[src/rtl/rf_wb_arbiter_if.sv]
// Writeback request channel: one requester (ALU or LSU) presenting a register write.
// The master drives the request; the arbiter (slave) answers with ready.
interface rf_wb_arbiter_if #(
  parameter int XLEN = 32,
  parameter int AW   = 5
);
  logic            valid;
  logic            ready;
  logic [AW-1:0]   rd;
  logic [XLEN-1:0] wd;

  modport master (output valid, rd, wd, input ready);
  modport slave  (input valid, rd, wd, output ready);
endinterface

[src/rtl/rf_wb_arbiter.sv]
// Register-file write-port arbiter (ALU vs LSU) with a busy scoreboard for decode hazards.
// Optional RF_WB_BYPASS_EN adds forwarding of the registered write data to decode.
module rf_wb_arbiter #(
  parameter int XLEN       = 32,
  parameter int AW         = 5,
  parameter int STARVE_MAX = 3
) (
  input  logic            clk,
  input  logic            rst,
  rf_wb_arbiter_if.slave  alu,
  rf_wb_arbiter_if.slave  lsu,
  input  logic            issue_valid,
  input  logic [AW-1:0]   issue_rd,
  output logic            issue_ready,
  input  logic [AW-1:0]   rs1,
  input  logic [AW-1:0]   rs2,
  output logic            rs1_busy,
  output logic            rs2_busy,
`ifdef RF_WB_BYPASS_EN
  output logic            rs1_fwd_val,
  output logic            rs2_fwd_val,
  output logic [XLEN-1:0] rs1_fwd_wd,
  output logic [XLEN-1:0] rs2_fwd_wd,
`endif
  output logic            rf_we,
  output logic [AW-1:0]   rf_rd,
  output logic [XLEN-1:0] rf_wd
);

  localparam int NREG = 1 << AW;
  localparam int SW   = $clog2(STARVE_MAX + 1);
  localparam logic [SW-1:0] STARVE_TOP = SW'(STARVE_MAX);

  logic [SW-1:0]   starve_cnt;
  logic            alu_win;
  logic            grant;
  logic [AW-1:0]   g_rd;
  logic [XLEN-1:0] g_wd;
  logic [NREG-1:0] busy_q;
  logic [NREG-1:0] busy_n;
  logic            rs1_pend;
  logic            rs2_pend;

  // Handshake: a request transfers in the cycle valid && ready are both high.
  // ready is a pure function of both valids and the starvation counter, never of
  // the requester's own ready, and at most one of alu.ready / lsu.ready is high.
  assign alu_win   = alu.valid && (!lsu.valid || (starve_cnt == STARVE_TOP));
  assign alu.ready = alu_win;
  assign lsu.ready = lsu.valid && !alu_win;
  assign grant     = alu.ready || lsu.ready;
  assign g_rd      = alu_win ? alu.rd : lsu.rd;
  assign g_wd      = alu_win ? alu.wd : lsu.wd;

  always_ff @(posedge clk) begin
    if (rst) begin
      starve_cnt <= '0;
    end else if (!alu.valid || alu_win) begin
      starve_cnt <= '0;
    end else if (starve_cnt != STARVE_TOP) begin
      starve_cnt <= starve_cnt + 1'b1;
    end
  end

  // Writes to x0 complete the handshake but never raise rf_we.
  always_ff @(posedge clk) begin
    if (rst) begin
      rf_we <= 1'b0;
      rf_rd <= '0;
      rf_wd <= '0;
    end else begin
      rf_we <= grant && (g_rd != '0);
      if (grant) begin
        rf_rd <= g_rd;
        rf_wd <= g_wd;
      end
    end
  end

  assign issue_ready = (issue_rd == '0) || !busy_q[issue_rd];

  // Clear lands on the same edge the regfile commits; set and clear never hit one index.
  always_comb begin
    busy_n = busy_q;
    if (rf_we) busy_n[rf_rd] = 1'b0;
    if (issue_valid && issue_ready && (issue_rd != '0)) busy_n[issue_rd] = 1'b1;
  end

  always_ff @(posedge clk) begin
    if (rst) busy_q <= '0;
    else     busy_q <= busy_n;
  end

  assign rs1_pend = (rs1 != '0) && busy_q[rs1];
  assign rs2_pend = (rs2 != '0) && busy_q[rs2];

`ifdef RF_WB_BYPASS_EN
  assign rs1_fwd_val = rf_we && (rf_rd == rs1) && (rs1 != '0);
  assign rs2_fwd_val = rf_we && (rf_rd == rs2) && (rs2 != '0);
  assign rs1_fwd_wd  = rs1_fwd_val ? rf_wd : '0;
  assign rs2_fwd_wd  = rs2_fwd_val ? rf_wd : '0;
  assign rs1_busy    = rs1_pend && !rs1_fwd_val;
  assign rs2_busy    = rs2_pend && !rs2_fwd_val;
`else
  assign rs1_busy    = rs1_pend;
  assign rs2_busy    = rs2_pend;
`endif

endmodule

[src/flat_wrapper.sv]
// flat-port wrapper written by rule: the top's interface ports become plain ports
module rf_wb_arbiter_flat 
#(
  parameter int XLEN       = 32,
  parameter int AW         = 5,
  parameter int STARVE_MAX = 3
)
  (clk, rst, issue_valid, issue_rd, issue_ready, rs1, rs2, rs1_busy, rs2_busy, rf_we, rf_rd, rf_wd, alu_valid, alu_rd, alu_wd, alu_ready, lsu_valid, lsu_rd, lsu_wd, lsu_ready);
  rf_wb_arbiter_if #(.XLEN(XLEN), .AW(AW)) alu_i ();
  rf_wb_arbiter_if #(.XLEN(XLEN), .AW(AW)) lsu_i ();
  input  logic clk;
  input  logic rst;
  input  logic issue_valid;
  input  logic [AW-1:0] issue_rd;
  output logic issue_ready;
  input  logic [AW-1:0] rs1;
  input  logic [AW-1:0] rs2;
  output logic rs1_busy;
  output logic rs2_busy;
  output logic rf_we;
  output logic [AW-1:0] rf_rd;
  output logic [XLEN-1:0] rf_wd;
  input wire logic [$bits(alu_i.valid)-1:0] alu_valid;
  input wire logic [$bits(alu_i.rd)-1:0] alu_rd;
  input wire logic [$bits(alu_i.wd)-1:0] alu_wd;
  output wire logic [$bits(alu_i.ready)-1:0] alu_ready;
  input wire logic [$bits(lsu_i.valid)-1:0] lsu_valid;
  input wire logic [$bits(lsu_i.rd)-1:0] lsu_rd;
  input wire logic [$bits(lsu_i.wd)-1:0] lsu_wd;
  output wire logic [$bits(lsu_i.ready)-1:0] lsu_ready;
  assign alu_i.valid = alu_valid;
  assign alu_i.rd = alu_rd;
  assign alu_i.wd = alu_wd;
  assign alu_ready = alu_i.ready;
  assign lsu_i.valid = lsu_valid;
  assign lsu_i.rd = lsu_rd;
  assign lsu_i.wd = lsu_wd;
  assign lsu_ready = lsu_i.ready;
  rf_wb_arbiter #(.XLEN(XLEN), .AW(AW), .STARVE_MAX(STARVE_MAX)) u_core (.clk(clk), .rst(rst), .alu(alu_i), .lsu(lsu_i), .issue_valid(issue_valid), .issue_rd(issue_rd), .issue_ready(issue_ready), .rs1(rs1), .rs2(rs2), .rs1_busy(rs1_busy), .rs2_busy(rs2_busy), .rf_we(rf_we), .rf_rd(rf_rd), .rf_wd(rf_wd));
endmodule
[config.mk]
export PLATFORM = sky130hd
export DESIGN_NAME = rf_wb_arbiter_flat
export DESIGN_NICKNAME = d
export VERILOG_FILES = /design/src/rtl/rf_wb_arbiter_if.sv /design/src/rtl/rf_wb_arbiter.sv /design/src/flat_wrapper.sv
export SDC_FILE = /design/constraint.sdc
export NUM_CORES = 1
export LEC_CHECK = 0
export ABC_CLOCK_PERIOD_IN_PS = 3310
export BUFFER_PORTS_ARGS = -buffer_cell sky130_fd_sc_hd__buf_4
export CAP_MARGIN = 20
export CORE_ASPECT_RATIO = 0.7
export CORE_MARGIN = 4
export CORE_UTILIZATION = 25
export DETAILED_ROUTE_END_ITERATION = 10
export PLACE_DENSITY = 0.5
export SYNTH_ARGS = -nofsm -noshare
export SYNTH_HDL_FRONTEND = slang
export SYNTH_SLANG_ARGS = --single-unit
[constraint.sdc]
create_clock -name clk -period 3.31 [get_ports clk]
set_clock_uncertainty 0.05 [all_clocks]
set_input_delay 0.662 -clock clk [delete_from_list [all_inputs] [get_ports clk]]
set_output_delay 0.662 -clock clk [all_outputs]
set_load 0.02 [all_outputs]
==> run summary <==
Result of the run: finished clean
Critical path endpoint category: output pin
Pin count of the biggest net entering global routing: 41
Number of buffers inserted during clock tree synthesis: 9
Final Cycle Share: 90.3%
Required time at the worst-slack endpoint: 2600 ps
Largest area contributor in the synthesized netlist: sky130_fd_sc_hd__dfxtp_1
Worst-path clk slew: 60 ps
Iteration-0 DRC Markers: 281
Starting utilization of the core area: 26.0%
Worst hold path depth: 1
IR Drop Worst-Case VDD: 0.216 mV
Portion of synthesized cell area occupied by the leading cell type: 35.0%
Number of iterations in the first detailed-routing pass: 5
Relative area change from synthesis to final layout: 36.9%
Worst setup startpoint: rs1[0]
Worst-case clock buffer depth: 2
Worst-margin pin slew: 659 ps
Post-cts sizing count: 0
Number of instances in the synthesized netlist: 410
Die footprint: 18600 µm²
Routability-driven placement congestion ratio: 0.870
Power density of the placed cells: 415 nW/µm²
Buffer count from post-CTS setup fixing: 0
Hold Worst Slack: 387 ps
Layout cells sized above 1: 40.2%
Critical path capture point: rs1_busy
CP Depth: 5
Die Height: 115 µm
Summed negative setup slack over all endpoints: 0 ps
Library cell used as clock root buffer: sky130_fd_sc_hd__clkbuf_16
Remaining antenna violation count: 0
CP Cell Sequence: buf_4 > mux4_2 > mux4_2 > mux2_2 > buf_4
Post-Syn Area per Cell: 10.0 µm²
Count of input and output buffers: 136
Beginning of the worst register-to-register path: u_core.busy_q[26]
Vias per Instance: 5.12
All-Layer GR Usage: 16.0%
Fraction of registers with async set/reset: 0%
CTS Hold Buffers Added: 0
Met2 Use GR: 24.4%
Cell with the biggest individual delay on the critical path: sky130_fd_sc_hd__mux4_2
Vias after detailed routing: 3857
Post-layout nets: 623
Routed wire per std cell: 19.6 µm
Syn Std Cell Area: 4120 µm²
TritonCTS clock tree: yes
Via count of the first global-routing pass: 3908
Buf+Inv Stages, Crit Path: 2
Final hold viol count: 0
Horizontal die dimension: 161 µm
Static leakage: 2.40 nW
# clock sinks: 72
Number of distinct library cell variants in the gate-level netlist after synthesis: 41
Worst EP arrival: 2280 ps
Seq cells post-synth: 72
Count of synthesis-stage warnings from yosys: 0
Nature of the critical path startpoint: primary input
Leading cell types by total area after synthesis: sky130_fd_sc_hd__dfxtp_1, sky130_fd_sc_hd__mux4_2, sky130_fd_sc_hd__mux2i_1
Commonest non-fill, non-tap cells in the layout: sky130_fd_sc_hd__buf_4, sky130_fd_sc_hd__dfxtp_1, sky130_fd_sc_hd__nand2_1
Number of nets produced by synthesis: 505
First-pass GRT wire length: 23.1 mm
Residual DRC: 0
Setup slack on the worst flop-to-flop path: 1120 ps
Total number of H-tree levels: 3
Critical path peak fanout: 9
Worst rel slew slack: 56.0%
Placeable core region: 15800 µm²
Met3 Track Usage GR: 4.34%
Pins Over Slew Limit: 0
Number of diodes added for antenna fixing: 0
Class of the worst hold path: reg -> reg
Delay contributed by the slowest stage of the critical path: 520 ps
Share of synthesized area occupied by flip-flops and latches: 35.0%
Most used routing layer: met2
Final number of setup-violating endpoints: 0
Max-capacitance violation count: 0
Achievable clock frequency: 335 MHz
Commonest non-fill, non-tap cell in the layout: sky130_fd_sc_hd__buf_4
Row cnt: 38
Total length of routed wires: 14.8 mm
Top Ports: 137
Top Family by Delay on Critical Path: multiplexers
Setup repair after global routing missed its margin: no
Global route overflow: 0
Global-route met1 utilization: 22.7%
Count of filler cells inserted in the layout: 1601
Capture point of the worst reg-to-reg path: u_core.busy_q[16]
Antenna violations before repair: 0
Tmin final: 2990 ps
Half-perimeter wire length after detailed placement: 11.2 mm
Top flip-flop cell by instance count after synthesis: sky130_fd_sc_hd__dfxtp_1
Worst r2r path cells: 6
Clock latency on the worst-skew pair: 340 ps
Critical path class: in -> out
Post-synth EDFFs: 0
==> Yosys cell counts (all sizes together) (5+ instances only) <==
cell	instances
buf	12
nand3b	22
clkbuf	24
nand3	5
nor2b	19
mux4	25
nand2	56
dfxtp	72
o41ai	23
nor3	6
o21ai	54
nor3b	5
o31ai	8
a21oi	5
mux2i	41
==> where the power goes <==
group / internal [mW] / switching, mW / total, mW
combinational: 0.199 / 0.220 / 0.419
sequential: 0.908 / 0.0379 / 0.946
clock: 0.586 / 0.389 / 0.975
==> logic make-up (layout without fill, tap and decap cells) <==
kind of cell,Yosys count,count (layout),synth area share [%]
AOI/OAI and AO/OA,97,97,18.4
adders and majority gates,1,1,0.304
buffers and inverters,38,161,4.10
DFF,72,72,35.0
muxes,68,68,24.2
and+or+nand+nor,134,134,18.0
==> area by class of cell <==
cell class / instances / area, µm² / area share, %
clock inverter: 6 / 70.1 / 1.24
tap: 220 / 275 / 4.88
inverter: 2 / 7.51 / 0.133
sequential: 72 / 1440 / 25.6
multi-input combinational: 300 / 2540 / 45.0
clock buffer: 10 / 229 / 4.06
timing repair buffer: 143 / 1080 / 19.1
==> how the worst min path moves through the flow <==
| stage | startpoint | to | slack [ps] |
|---|---|---|---|
| floorplan | u_core.starve_cnt[0] | u_core.starve_cnt[0] | 360 |
| global route | u_core.starve_cnt[0] | u_core.starve_cnt[0] | 410 |
| detailed placement | u_core.starve_cnt[0] | u_core.starve_cnt[0] | 380 |
| CTS | u_core.starve_cnt[0] | u_core.starve_cnt[0] | 390 |
| finish | u_core.starve_cnt[0] | u_core.starve_cnt[0] | 390 |
| global placement | u_core.starve_cnt[0] | u_core.starve_cnt[0] | 370 |
==> worst reg2reg max path: cells and delay by family (launching register included) <==
kind / cells / cell delay (ps)
buf+inv: 2 / 420
simple gates: 1 / 250
mux: 1 / 480
compound gates: 2 / 500
flops: 1 / 380
==> through the flow <==
stage / util (%) / cells / area (µm²) / worst slack (ps) / power (mW)
finish: 35.6 / 753 / 5640 / 321 / 2.34
global route: 35.6 / 753 / 5640 / 259 / 2.44
CTS: 35.5 / 752 / 5630 / 305 / 2.37
detailed placement: 33.6 / 736 / 5330 / 305 / 1.38
global placement: 33.6 / 736 / 5330 / 334 / 1.38
floorplan: - / 410 / 4120 / 173 / 1.17
==> sequential cells by signal, summed over array words and instances, names as in the netlist <==
register and flops:
u_core.busy_q 32, u_core.rf_wd 32, u_core.rf_rd 5, u_core.starve_cnt 2, u_core.rf_we 1
==> layer usage <==
layer,up-vias,routed length (µm),part of all wire (%)
met4,0,121,0.82
li1,1786,-,-
met5,-,0,0
met2,126,6700,45
met3,14,1030,7.0
met1,1931,6900,47
(Power assumes the default switching activity.)
